`config.mk`:
```
export PLATFORM = sky130hd
export DESIGN_NAME = pc_next_unit
export DESIGN_NICKNAME = d
export VERILOG_FILES = /design/src/rtl/pc_next_unit_pkg.sv /design/src/rtl/pc_next_unit_imm_extend.sv /design/src/rtl/pc_next_unit.sv
export SDC_FILE = /design/constraint.sdc
export NUM_CORES = 1
export LEC_CHECK = 0
export BUFFER_PORTS_ARGS = -buffer_cell sky130_fd_sc_hd__buf_2
export CAP_MARGIN = 20
export CELL_PAD_IN_SITES_DETAIL_PLACEMENT = 0
export CELL_PAD_IN_SITES_GLOBAL_PLACEMENT = 1
export CORE_ASPECT_RATIO = 1.75
export CORE_MARGIN = 2
export CORE_UTILIZATION = 35
export CTS_BUF_LIST = sky130_fd_sc_hd__clkbuf_4 sky130_fd_sc_hd__clkbuf_8 sky130_fd_sc_hd__clkbuf_16
export DETAILED_ROUTE_END_ITERATION = 16
export GPL_ROUTABILITY_DRIVEN = 0
export MAX_ROUTING_LAYER = met4
export PLACE_DENSITY_LB_ADDON = 0.1
export SETUP_SLACK_MARGIN = 0.05
export SYNTH_ARGS = -nofsm -noshare
export SYNTH_HDL_FRONTEND = slang
export SYNTH_SLANG_ARGS = --single-unit
```
`constraint.sdc`:
```
create_clock -name clk -period 2.2 [get_ports clk]
set_input_delay 0.66 -clock clk [delete_from_list [all_inputs] [get_ports clk]]
set_output_delay 0.66 -clock clk [all_outputs]
set_load 0.05 [all_outputs]
```
`src/rtl/pc_next_unit_pkg.sv`:
```
//------------------------------------------------------------------------------
// pc_next_unit_pkg : shared processor constants for next-PC formation
// Rev 1.0
//------------------------------------------------------------------------------
`default_nettype none

package pc_next_unit_pkg;

   localparam int c_DATA_W_DEF  = 8;
   localparam int c_JMP_W_DEF   = 5;
   localparam int c_IMM_W_DEF   = 5;
   localparam int c_PC_STEP_DEF = 1;

   localparam int c_JMP_MODE_ZERO = 0;
   localparam int c_JMP_MODE_PAGE = 1;

   typedef enum logic [0:0] {
      EXT_ZERO = 1'b0,
      EXT_SIGN = 1'b1
   } ext_mode_e;

endpackage

`default_nettype wire

```
`src/rtl/pc_next_unit_imm_extend.sv`:
```
//------------------------------------------------------------------------------
// imm_extend : zero/sign extension of a field to a wider target width
// Rev 1.0
//------------------------------------------------------------------------------
`default_nettype none

module imm_extend
   import pc_next_unit_pkg::*;
#(
   parameter int        IN_W  = 5,
   parameter int        OUT_W = 8,
   parameter ext_mode_e MODE  = EXT_ZERO
) (
   input  logic [IN_W-1:0]  i_val,
   output logic [OUT_W-1:0] o_val
);

   generate
      if (OUT_W <= IN_W) begin : g_same
         assign o_val = i_val[OUT_W-1:0];
      end else if (MODE == EXT_SIGN) begin : g_sign
         assign o_val = {{(OUT_W-IN_W){i_val[IN_W-1]}}, i_val};
      end else begin : g_zero
         assign o_val = {{(OUT_W-IN_W){1'b0}}, i_val};
      end
   endgenerate

endmodule

`default_nettype wire

```
`src/rtl/pc_next_unit.sv`:
```
//------------------------------------------------------------------------------
// pc_next_unit : program counter with jump/branch redirect and stall-pending
// Rev 1.0
//------------------------------------------------------------------------------
`default_nettype none

module pc_next_unit
   import pc_next_unit_pkg::*;
#(
   parameter int DATA_W   = c_DATA_W_DEF,
   parameter int JMP_W    = c_JMP_W_DEF,
   parameter int IMM_W    = c_IMM_W_DEF,
   parameter int PC_STEP  = c_PC_STEP_DEF,
   parameter int JMP_MODE = c_JMP_MODE_ZERO
) (
   input  logic              clk,
   input  logic              reset,
   input  logic              en,
   input  logic              jump,
   input  logic [JMP_W-1:0]  jaddr,
   input  logic              branch,
   input  logic [IMM_W-1:0]  imm,
   output logic [DATA_W-1:0] pc,
   output logic [DATA_W-1:0] pc_seq,
   output logic              pending,
   output logic              flush
);

   // Low JMP_W bits come from jaddr in page mode; the rest from pc_seq.
   localparam logic [DATA_W-1:0] c_JMASK = ~({DATA_W{1'b1}} << JMP_W);

   logic [DATA_W-1:0] r_pc;
   logic [DATA_W-1:0] r_held;
   logic              r_pending;
   logic              r_flush;

   logic [DATA_W-1:0] w_pc_seq;
   logic [DATA_W-1:0] w_jaddr_ext;
   logic [DATA_W-1:0] w_imm_ext;
   logic [DATA_W-1:0] w_jtgt;
   logic [DATA_W-1:0] w_btgt;
   logic [DATA_W-1:0] w_req_tgt;
   logic [DATA_W-1:0] w_pc_next;
   logic              w_req;

   assign w_pc_seq = r_pc + DATA_W'(PC_STEP);

   imm_extend #(.IN_W(JMP_W), .OUT_W(DATA_W), .MODE(EXT_ZERO)) u_jext (
      .i_val (jaddr),
      .o_val (w_jaddr_ext)
   );

   imm_extend #(.IN_W(IMM_W), .OUT_W(DATA_W), .MODE(EXT_SIGN)) u_bext (
      .i_val (imm),
      .o_val (w_imm_ext)
   );

   generate
      if (JMP_MODE == c_JMP_MODE_PAGE) begin : g_jmp_page
         assign w_jtgt = (w_jaddr_ext & c_JMASK) | (w_pc_seq & ~c_JMASK);
      end else begin : g_jmp_zero
         assign w_jtgt = w_jaddr_ext;
      end
   endgenerate

   assign w_btgt    = w_pc_seq + w_imm_ext;
   assign w_req     = jump | branch;
   assign w_req_tgt = jump ? w_jtgt : w_btgt;

   // A fresh request beats a held one; otherwise fall through to sequential.
   always_comb begin
      w_pc_next = w_pc_seq;
      if (w_req) begin
         w_pc_next = w_req_tgt;
      end else if (r_pending) begin
         w_pc_next = r_held;
      end
   end

   always_ff @(posedge clk) begin
      if (reset) begin
         r_pc      <= '0;
         r_held    <= '0;
         r_pending <= 1'b0;
         r_flush   <= 1'b0;
      end else begin
         if (en) begin
            r_pc      <= w_pc_next;
            r_pending <= 1'b0;
         end else if (w_req) begin
            r_pending <= 1'b1;
            r_held    <= w_req_tgt;
         end
         r_flush <= en & (w_req | r_pending);
      end
   end

   assign pc      = r_pc;
   assign pc_seq  = w_pc_seq;
   assign pending = r_pending;
   assign flush   = r_flush;

endmodule

`default_nettype wire

```
# ---- After elaboration in Yosys (flattened, before gate mapping)
# Index checks and enable logic that the tools add are counted.
dict set report classes {
  addsub 2
  mux 3
  bitwise_logic 4
  reduce_logical 2
}
# op n
set ops {}
lappend ops {{$mux W8} 3}
lappend ops {{$add A8 B1 Y8 const B} 1}
lappend ops {{$add A8 B8 Y8} 1}
lappend ops {{$or A1 B1 Y1} 2}
lappend ops {{$reduce_and A2 Y1} 1}
lappend ops {{$reduce_or A2 Y1} 1}
lappend ops {{$and A1 B1 Y1} 1}
lappend ops {{$not A1 Y1} 1}
dict set report totals {
  register_bits 18
  inputBits 15
  output_inout_bits 18
  elab_cells 15
}

# ---- Depth between registers and ports, before layout
# Gate-level depths: netlist (run 1).
dict set report logic_depth {
  depth_word 4
  ltp_mapped 9
  depth_no_buf 9
}

# ---- By module
# From an unflattened synthesis (run 1), not the netlist that was laid out.
dict set report unflattened {
  cells_unflattened 200
  hier_area_um2 1547.7
}
# module n_inst cells_per_inst area_per_inst_um2 seq_area_each_um2
set by_module_without_submodules {}
lappend by_module_without_submodules {pc_next_unit 1 183 1423.9 360.3}
lappend by_module_without_submodules {{imm_extend (u_jext)} 1 9 63.8 0.0}
lappend by_module_without_submodules {{imm_extend (u_bext)} 1 8 60.1 0.0}

# ---- Least setup slack after synthesis (run 1)
# OpenSTA, ideal clock, no wires.
dict set report synth_timing {
  path_type {reg-to-reg}
  from {register r_pc[0] (netlist: pc[0])}
  to {register r_pc[7] (netlist: pc[7])}
  setup_ns 0.127
  arrival_time_ns 3.322
  t_required_ns 2.073
  slack_ns -1.249
  stages_incl_launch_ff 10
  n_path_buf 0
  synth_period_minus_slack_ns 3.449
  cell_sequence {dfxtp_1 ha_1 nand3_1 xnor2_1 ha_1 a21oi_1 o21ai_0 nor2_1 nor4_1 or3_1}
}
dict set report synth_between {
  elab_chain_cells 4
  elab_cells_between_ends 5
  cone_classes {add/sub: 2; mux: 3}
}
# element line_no
set synth_lines {}
lappend synth_lines {{from (decl)} pc_next_unit.sv:32} ;# logic [DATA_W-1:0] r_pc;
lappend synth_lines {{from (signal assigned)} pc_next_unit.sv:88} ;# r_pc <= w_pc_next;
lappend synth_lines {{$add A8 B1 Y8} pc_next_unit.sv:46} ;# assign w_pc_seq = r_pc + DATA_W'(PC_STEP);
lappend synth_lines {{net pc_seq[4]} pc_next_unit.sv:24} ;# output logic [DATA_W-1:0] pc_seq,
lappend synth_lines {{$add A8 B8 Y8} pc_next_unit.sv:66} ;# assign w_btgt = w_pc_seq + w_imm_ext;
lappend synth_lines {{$mux W8} pc_next_unit.sv:68} ;# assign w_req_tgt = jump ? w_jtgt : w_btgt;
lappend synth_lines {{$mux W8} pc_next_unit.sv:73} ;# if (w_req) begin
# The timed path passes the listed nets, and every way through them passes these cells.
# A chain may end at the register's enable or synchronous reset.

# ---- Worst setup path in the final report (run 1)
dict set report layout_timing {
  from {register r_pc[0] (netlist: pc[0])}
  to {register r_pc[7] (netlist: pc[7])}
}
dict set report layout_between {
  elab_chain_cells 4
  elab_cells_between_ends 5
  cone_classes {add/sub: 2; mux: 3}
}
# element line_no
set layout_lines {}
lappend layout_lines {{$add A8 B1 Y8 (*)} pc_next_unit.sv:46}
lappend layout_lines {{$add A8 B8 Y8} pc_next_unit.sv:66}
lappend layout_lines {{$mux W8} pc_next_unit.sv:68}
lappend layout_lines {{$mux W8 (*)} pc_next_unit.sv:73}
# Every way passes the cells marked *; elsewhere a longest branch is shown, timed or not.

==> run summary, run 1 <==
Worst hold path depth = 2
Placement Rows = 29
Synth Flop Type = dfxtp_1
First-pass GRT wire length = 7.28 mm
Area Growth Syn to Fin = 61.7%
Worst path required time = 2.35 ns
Die width = 50.7 µm
Placed cell areas = 1960 µm²
Worst setup path class = reg -> reg
Cell Pwr Density = 571 nW/µm²
CTS Buf Count = 3
Antenna Nets Post-Route = 0
# diodes = 0
Slew @ Worst Pin = 0.462 ns
Period utilization = 0.984
Fmax = 0.462 GHz
CTS Sinks = 18
Area leader, netlist = dfxtp_1
Placeable Area = 3630 µm²
IO Port Bufs = 32
Ys Warns = 0
VDD IR max = 0.000459 V
H-tree levels = 1
Combinational family with the most area after synthesis = compound AO/OA/AOI/OAI gates
Die outline area = 4340 µm²
CP startpoint kind = flip-flop
Post-route core utilization = 0.594
Synth area leaders = dfxtp_1 (27%), ha_1 (7.5%), o21ai_0 (5.3%)
Final Max Slew Viols = 0
Worst hold path class = reg -> reg
Ys async rst share = 0
Largest net degree at the start of global routing = 17
Worst Path Arrival = 2.32 ns
Final WL = 4.51 mm
I/O pin cnt = 33
NumNets Final = 249
Compound-Gate Fraction of Synth Area = 0.235
Layout cell share with drive strength beyond 1 = 0.496
CTS root buf = clkbuf_8
DR vias/cell = 5.42
Post-route cell area = 2160 µm²
Drt pass-1 iters = 4
Worst clock skew = 0.00308 ns
Worst R2R Path Depth = 9
EDFF count, synth = 0
Max-cap viol count = 0
Hold buffers post-CTS = 0
Syn nets = 189
Simple-gate portion of the synthesized area = 0.218
Clk Latency, worst-skew pair = 0.27 ns
Vias in the first global route = 1479
Die height = 85.7 µm
Run status = complete, no violations
GR Overflow Total = 0
DRC = 0
Post-Synth XOR/XNOR Area = 0.0844
Number of antenna violations at the first check in global routing = 0
Final Setup Violations = 0
Crit end category = flip-flop
Post-Syn Area = 1330 µm²
Total power draw = 1.23 mW
DR iter-0 viols = 10
Synth Instances = 165
Post-synthesis cell type count = 38
Leak = 0.906 nW
Register bit total from synthesis = 18
Crit Path Max Fanout = 4
Clk buf depth = 2
RSZ-0062 raised after global routing = yes
Register area share after synthesis = 0.270
CTS tree = yes
Synthesized area per cell = 8.08 µm²
Top cell type's share of synthesized area = 0.270
Min Clock Period, post-route = 2.17 ns
Fraction of synthesized area in multiplexers = 0.0535
Starting density of the core = 0.368
Worst slew margin = 0.690
Overall global routing resource usage = 0.231
CTS clk-pin slew, worst paths = 0.08 ns
Area share of fa/ha/maj cells after synthesis = 0.0901
DP HPWL = 3.52 mm
Avg WL per Cell = 16.7 µm
DR vias = 1464
Hold Vio Cnt, Final = 0
[kinds of logic after synthesis]
family | count (synthesis)
xor+xnor | 11
flops | 18
simple gates | 56
buf+inv | 16
mux | 7
fa+ha+maj | 9
compound gates | 48
[metal layers]
layer	routed length, µm	vias to the layer above	track usage
met1	1730	691	0.254
met5	0	-	-
li1	-	720	-
met3	150	12	0.0244
met4	119	0	0.0909
met2	2510	41	0.417
[layout make-up]
class | count | area (µm²)
fillers | 339 | 1470
repair buffers | 63 | 434
inverters | 8 | 30.0
clock buffers | 4 | 55.1
well taps | 46 | 57.6
flip-flops and latches | 18 | 382
multi-input cells | 131 | 1200
[cells in the final DEF (no fill, tap or decap), types with 3 or more instances in the layout]
| cell | count |
|---|---|
| buf_4 | 30 |
| buf_2 | 26 |
| nor2_1 | 15 |
| nand2_1 | 11 |
| dfxtp_1 | 11 |
| o21ai_0 | 10 |
| inv_1 | 8 |
| a211oi_1 | 7 |
| mux2i_1 | 6 |
| nor3_1 | 5 |
| ha_4 | 5 |
| dfxtp_4 | 5 |
| xnor2_4 | 4 |
| a21oi_2 | 4 |
| a21oi_1 | 4 |
| o211ai_1 | 4 |
| a31oi_1 | 4 |
| clkbuf_8 | 4 |
| nand3_4 | 3 |
| o21ai_1 | 3 |
| or3_1 | 3 |
| ha_1 | 3 |
| buf_6 | 3 |
[stage by stage]
step / hold slack (ns) / cells / setup WS, ns / setup TNS [ns]
2_1_floorplan: 0.448 / 165 / -0.211 / -0.799
3_3_place_gp: 0.462 / 262 / -0.143 / -0.525
3_5_place_dp: 0.474 / 262 / -0.217 / -0.712
4_1_cts: 0.485 / 268 / 0.0186 / 0
5_1_grt: 0.509 / 270 / -0.0483 / -0.0507
6_report: 0.487 / 270 / 0.0343 / 0
[worst paths after layout]
path         slack (ns)              startpoint                     end
max                0.03      pc[0]$_SDFFE_PP0P_      pc[7]$_SDFFE_PP0P_
min                0.49  r_held[5]$_SDFFE_PP0P_  r_held[5]$_SDFFE_PP0P_
max reg2reg        0.03      pc[0]$_SDFFE_PP0P_      pc[7]$_SDFFE_PP0P_
min reg2reg        0.49  r_held[5]$_SDFFE_PP0P_  r_held[5]$_SDFFE_PP0P_
[synthesized netlist by cell type (2+ instances only)]
library cell	count
a211oi_1	7
a21oi_1	9
a31oi_1	4
and4_1	2
buf_2	5
clkbuf_1	3
dfxtp_1	18
ha_1	8
inv_1	8
mux2i_1	6
nand2_1	14
nand2b_1	2
nand3_1	6
nor2_1	16
nor3_1	6
o211ai_1	4
o21ai_0	14
o221ai_1	2
o32ai_1	2
or3_1	3
xnor2_1	7
xor2_1	3
[power breakdown]
part           total (mW)  switching, mW  internal, mW
clock               0.290          0.131         0.160
sequential          0.374         0.0223         0.351
combinational       0.568          0.327         0.241
total                1.23          0.480         0.752
[critical path, cell delays in order (launching register included)]
cell	delay, ns
dfxtp_4	0.38
ha_4	0.21
nand3_4	0.11
xnor2_4	0.17
ha_4	0.30
nand2_4	0.05
a211oi_4	0.28
nor2_2	0.07
and3_1	0.14
or3_1	0.33
[timing repair]
| action | in CTS | in global routing |
|---|---|---|
| setup endpoints to repair | 7 | 13 |
| cloned | 0 | 0 |
| pin swaps | 8 | 19 |
| buffers inserted | 2 | 2 |
| gates resized for setup | 14 | 19 |
[flip-flops by register name (all words and copies together) (netlist names)]
register / flops
flush: 1
pc: 8
pending: 1
r_held: 8
No activity file was read; power rests on OpenSTA's default activity.
==> run 2: changes to the inputs <==
--- a/config.mk
+++ b/config.mk
@@ -5,19 +5,22 @@
 export SDC_FILE = /design/constraint.sdc
 export NUM_CORES = 1
 export LEC_CHECK = 0
+export ABC_AREA = 1
 export BUFFER_PORTS_ARGS = -buffer_cell sky130_fd_sc_hd__buf_2
 export CAP_MARGIN = 20
 export CELL_PAD_IN_SITES_DETAIL_PLACEMENT = 0
 export CELL_PAD_IN_SITES_GLOBAL_PLACEMENT = 1
 export CORE_ASPECT_RATIO = 1.75
 export CORE_MARGIN = 2
-export CORE_UTILIZATION = 35
+export CORE_UTILIZATION = 33
 export CTS_BUF_LIST = sky130_fd_sc_hd__clkbuf_4 sky130_fd_sc_hd__clkbuf_8 sky130_fd_sc_hd__clkbuf_16
 export DETAILED_ROUTE_END_ITERATION = 16
 export GPL_ROUTABILITY_DRIVEN = 0
 export MAX_ROUTING_LAYER = met4
 export PLACE_DENSITY_LB_ADDON = 0.1
 export SETUP_SLACK_MARGIN = 0.05
+export SKIP_CTS_REPAIR_TIMING = 1
+export SKIP_LAST_GASP = 1
 export SYNTH_ARGS = -nofsm -noshare
 export SYNTH_HDL_FRONTEND = slang
 export SYNTH_SLANG_ARGS = --single-unit
==> run 2 against run 1 <==
Against the previous run: the run now ends with negative setup slack left; sequential power about the same; critical path depth decreased by 4; synthesized cell count increased by 22%; setup slack got worse by 0.068 ns; global-route usage decreased by 4.2 points; final cell count increased by 10%; wire length decreased by 9.7%; die area increased by 4.3%; non-clock buffer count decreased by 14; final area decreased by 13%; critical path type is now reg -> out; critical endpoint is now pc_seq[5].
==> run summary, run 2 <==
Post-route core utilization = 0.486 (-0.109)
Placement Rows = 30 (+3.4%)
EDFF count, synth = 0 (unchanged)
CTS Buf Count = 3 (unchanged)
Die outline area = 4530 µm² (+4.3%)
Synth Instances = 202 (+22%)
Post-Syn Area = 1320 µm² (-1.4%)
Worst hold path class = reg -> reg
Placeable Area = 3870 µm² (+6.6%)
Synthesized area per cell = 6.51 µm² (-19%)
DRC = 0 (unchanged)
I/O pin cnt = 33 (unchanged)
Max-cap viol count = 0 (unchanged)
DR vias = 1446 (-1.2%)
Final Max Slew Viols = 0 (unchanged)
Starting density of the core = 0.340 (-0.0275)
RSZ-0062 raised after global routing = yes
First-pass GRT wire length = 6.25 mm (-14%)
Combinational Power Share = 0.437 (-0.024)
Commonest non-fill, non-tap cell in the layout = nand2_1
Die height = 87.5 µm (+2.2%)
Register bit total from synthesis = 18 (unchanged)
Crit end category = output port
Ranking of synthesized cells by instance count = nand2_1 (52), inv_1 (23), dfxtp_1 (18), a21oi_1 (17)
Overall global routing resource usage = 0.190 (-0.0418)
Vias in the first global route = 1306 (-12%)
Slew @ Worst Pin = 0.408 ns (-0.0538 ns)
Power Internal = 0.672 mW (-11%)
CTS root buf = clkbuf_8
Drt pass-1 iters = 4 (unchanged)
Avg WL per Cell = 13.7 µm (-18%)
Largest net degree at the start of global routing = 18 (+1)
Sw Ratio = 0.399 (+0.00932)
Final Setup Violations = 2 (+2)
CTS Sinks = 18 (unchanged)
Top cell type's share of synthesized area = 0.274 (+0.00386)
Worst setup path class = reg -> out
CP startpoint kind = flip-flop
Period utilization = 1.02 (+0.0311)
Post-route cell area = 1880 µm² (-13%)
Area Growth Syn to Fin = 42.8%
Cell Pwr Density = 595 nW/µm² (+4.2%)
Placed cell areas = 1680 µm² (-14%)
Clk Latency, worst-skew pair = 0.26 ns (about the same)
Hold Vio Cnt, Final = 0 (unchanged)
Post-synthesis cell type count = 28 (-26%)
Worst path required time = 1.54 ns (-0.81 ns)
CTS tree = yes
DP Cell Count = 286 (+9.2%)
Ys Warns = 0 (unchanged)
DR iter-0 viols = 34 (+24)
Clk buf depth = 2 (unchanged)
Register area share after synthesis = 0.274 (+0.00386)
Ys async rst share = 0 (unchanged)
Worst clock skew = 0.00253 ns (-0.000544 ns)
Most numerous cell in the Yosys netlist = nand2_1
Min Clock Period, post-route = 2.23 ns (+0.0685 ns)
Worst slew margin = 0.727 (+0.0373)
CTS clk-pin slew, worst paths = 0.07 ns (about the same)
Reg power frac = 0.334 (+0.031)
Run status = complete, but fails checks
Final Worst Setup Slack = -0.0341 ns (-0.0685 ns)
VDD IR max = 0.000505 V (+10%)
Leak = 0.932 nW (+2.8%)
NumNets Final = 274 (+10%)
Die width = 51.7 µm (+2.1%)
Synth area leaders = dfxtp_1 (27%), nand2_1 (15%), ha_1 (7.6%)
Final non-filler cell total = 297 (+10%)
H-tree levels = 1 (unchanged)
GR Overflow Total = 0 (unchanged)
Antenna Nets Post-Route = 0 (unchanged)
Worst Path Arrival = 1.57 ns (-0.75 ns)
Number of antenna violations at the first check in global routing = 0 (unchanged)
Clock power share = 0.229 (-0.007)
Net switching power = 0.446 mW (-7.1%)
Total power draw = 1.12 mW (-9.3%)
DR vias/cell = 4.87 (-10%)
IO Port Bufs = 32 (unchanged)
Syn nets = 226 (+20%)
Failing checks = negative setup slack
Crit Path Max Fanout = 5 (+1)
Most frequent cells in the layout = nand2_1 (47), buf_2 (27), inv_1 (21), buf_4 (16)
DP HPWL = 3.25 mm (-7.7%)
# diodes = 0 (unchanged)
Fmax = 0.448 GHz (-3.1%)
Layout cell share with drive strength beyond 1 = 0.378 (-0.118)
Synth Flop Type = dfxtp_1
Final WL = 4.07 mm (-9.7%)
Area leader, netlist = dfxtp_1
run 2: worst paths after layout:
path	startpoint	endpoint	slack, ns	cells past startpoint
max reg2reg	pc[0]$_SDFFE_PP0P_	pc[6]$_SDFFE_PP0P_	0.03	14
max	pc[0]$_SDFFE_PP0P_	pc_seq[5]	-0.03	5
min	r_held[0]$_SDFFE_PP0P_	r_held[0]$_SDFFE_PP0P_	0.46	2
min reg2reg	r_held[0]$_SDFFE_PP0P_	r_held[0]$_SDFFE_PP0P_	0.46	2
run 2: metal layers:
layer / GRT usage / wire length, µm
met1: 0.208 / 1730
met2: 0.348 / 2190
met3: 0.0172 / 68
met4: 0.0622 / 88
met5: - / 0
run 2: area by class of cell:
| class | instances | area, µm² |
|---|---|---|
| multi-input combinational | 152 | 976 |
| fill | 397 | 1990 |
| tap | 48 | 60.1 |
| inverter | 26 | 101 |
| sequential | 18 | 369 |
| timing repair buffer | 49 | 323 |
| clock buffer | 4 | 48.8 |
run 2: power by group through the flow:
stage | Sequential, mW | Combinational, mW | Clock, mW
6_report | 0.373 | 0.489 | 0.256
5_1_grt | 0.377 | 0.532 | 0.269
4_1_cts | 0.373 | 0.434 | 0.258
3_5_place_dp | 0.381 | 0.432 | 0
3_3_place_gp | 0.380 | 0.428 | 0
2_1_floorplan | 0.432 | 0.258 | 0
run 2: critical path: stages, from the launching register on:
cell and delay, ns:
dfxtp_4 0.35, buf_6 0.09, clkinvlp_4 0.15, nor3_4 0.29, xor2_4 0.24, buf_6 0.19
run 2: cells by family (layout without fill, tap and decap cells):
logic type | count (synthesis) | after routing | share of synthesized area
AND/OR/NAND/NOR | 98 | 98 | 0.343
AO/OA/AOI/OAI | 40 | 40 | 0.165
adder cells (fa/ha/maj) | 9 | 9 | 0.0913
buffers and inverters | 32 | 79 | 0.0942
XOR/XNOR | 5 | 5 | 0.0333
flip-flops | 18 | 18 | 0.274
run 2: metrics by stage:
stage | setup TNS [ns] | setup WS [ns] | hold WS [ns]
2_1_floorplan | -2.11 | -0.283 | 0.441
3_3_place_gp | 0 | 0.0112 | 0.451
3_5_place_dp | -0.0273 | -0.0273 | 0.454
4_1_cts | -0.286 | -0.126 | 0.465
5_1_grt | -0.539 | -0.115 | 0.486
6_report | -0.0614 | -0.0341 | 0.465
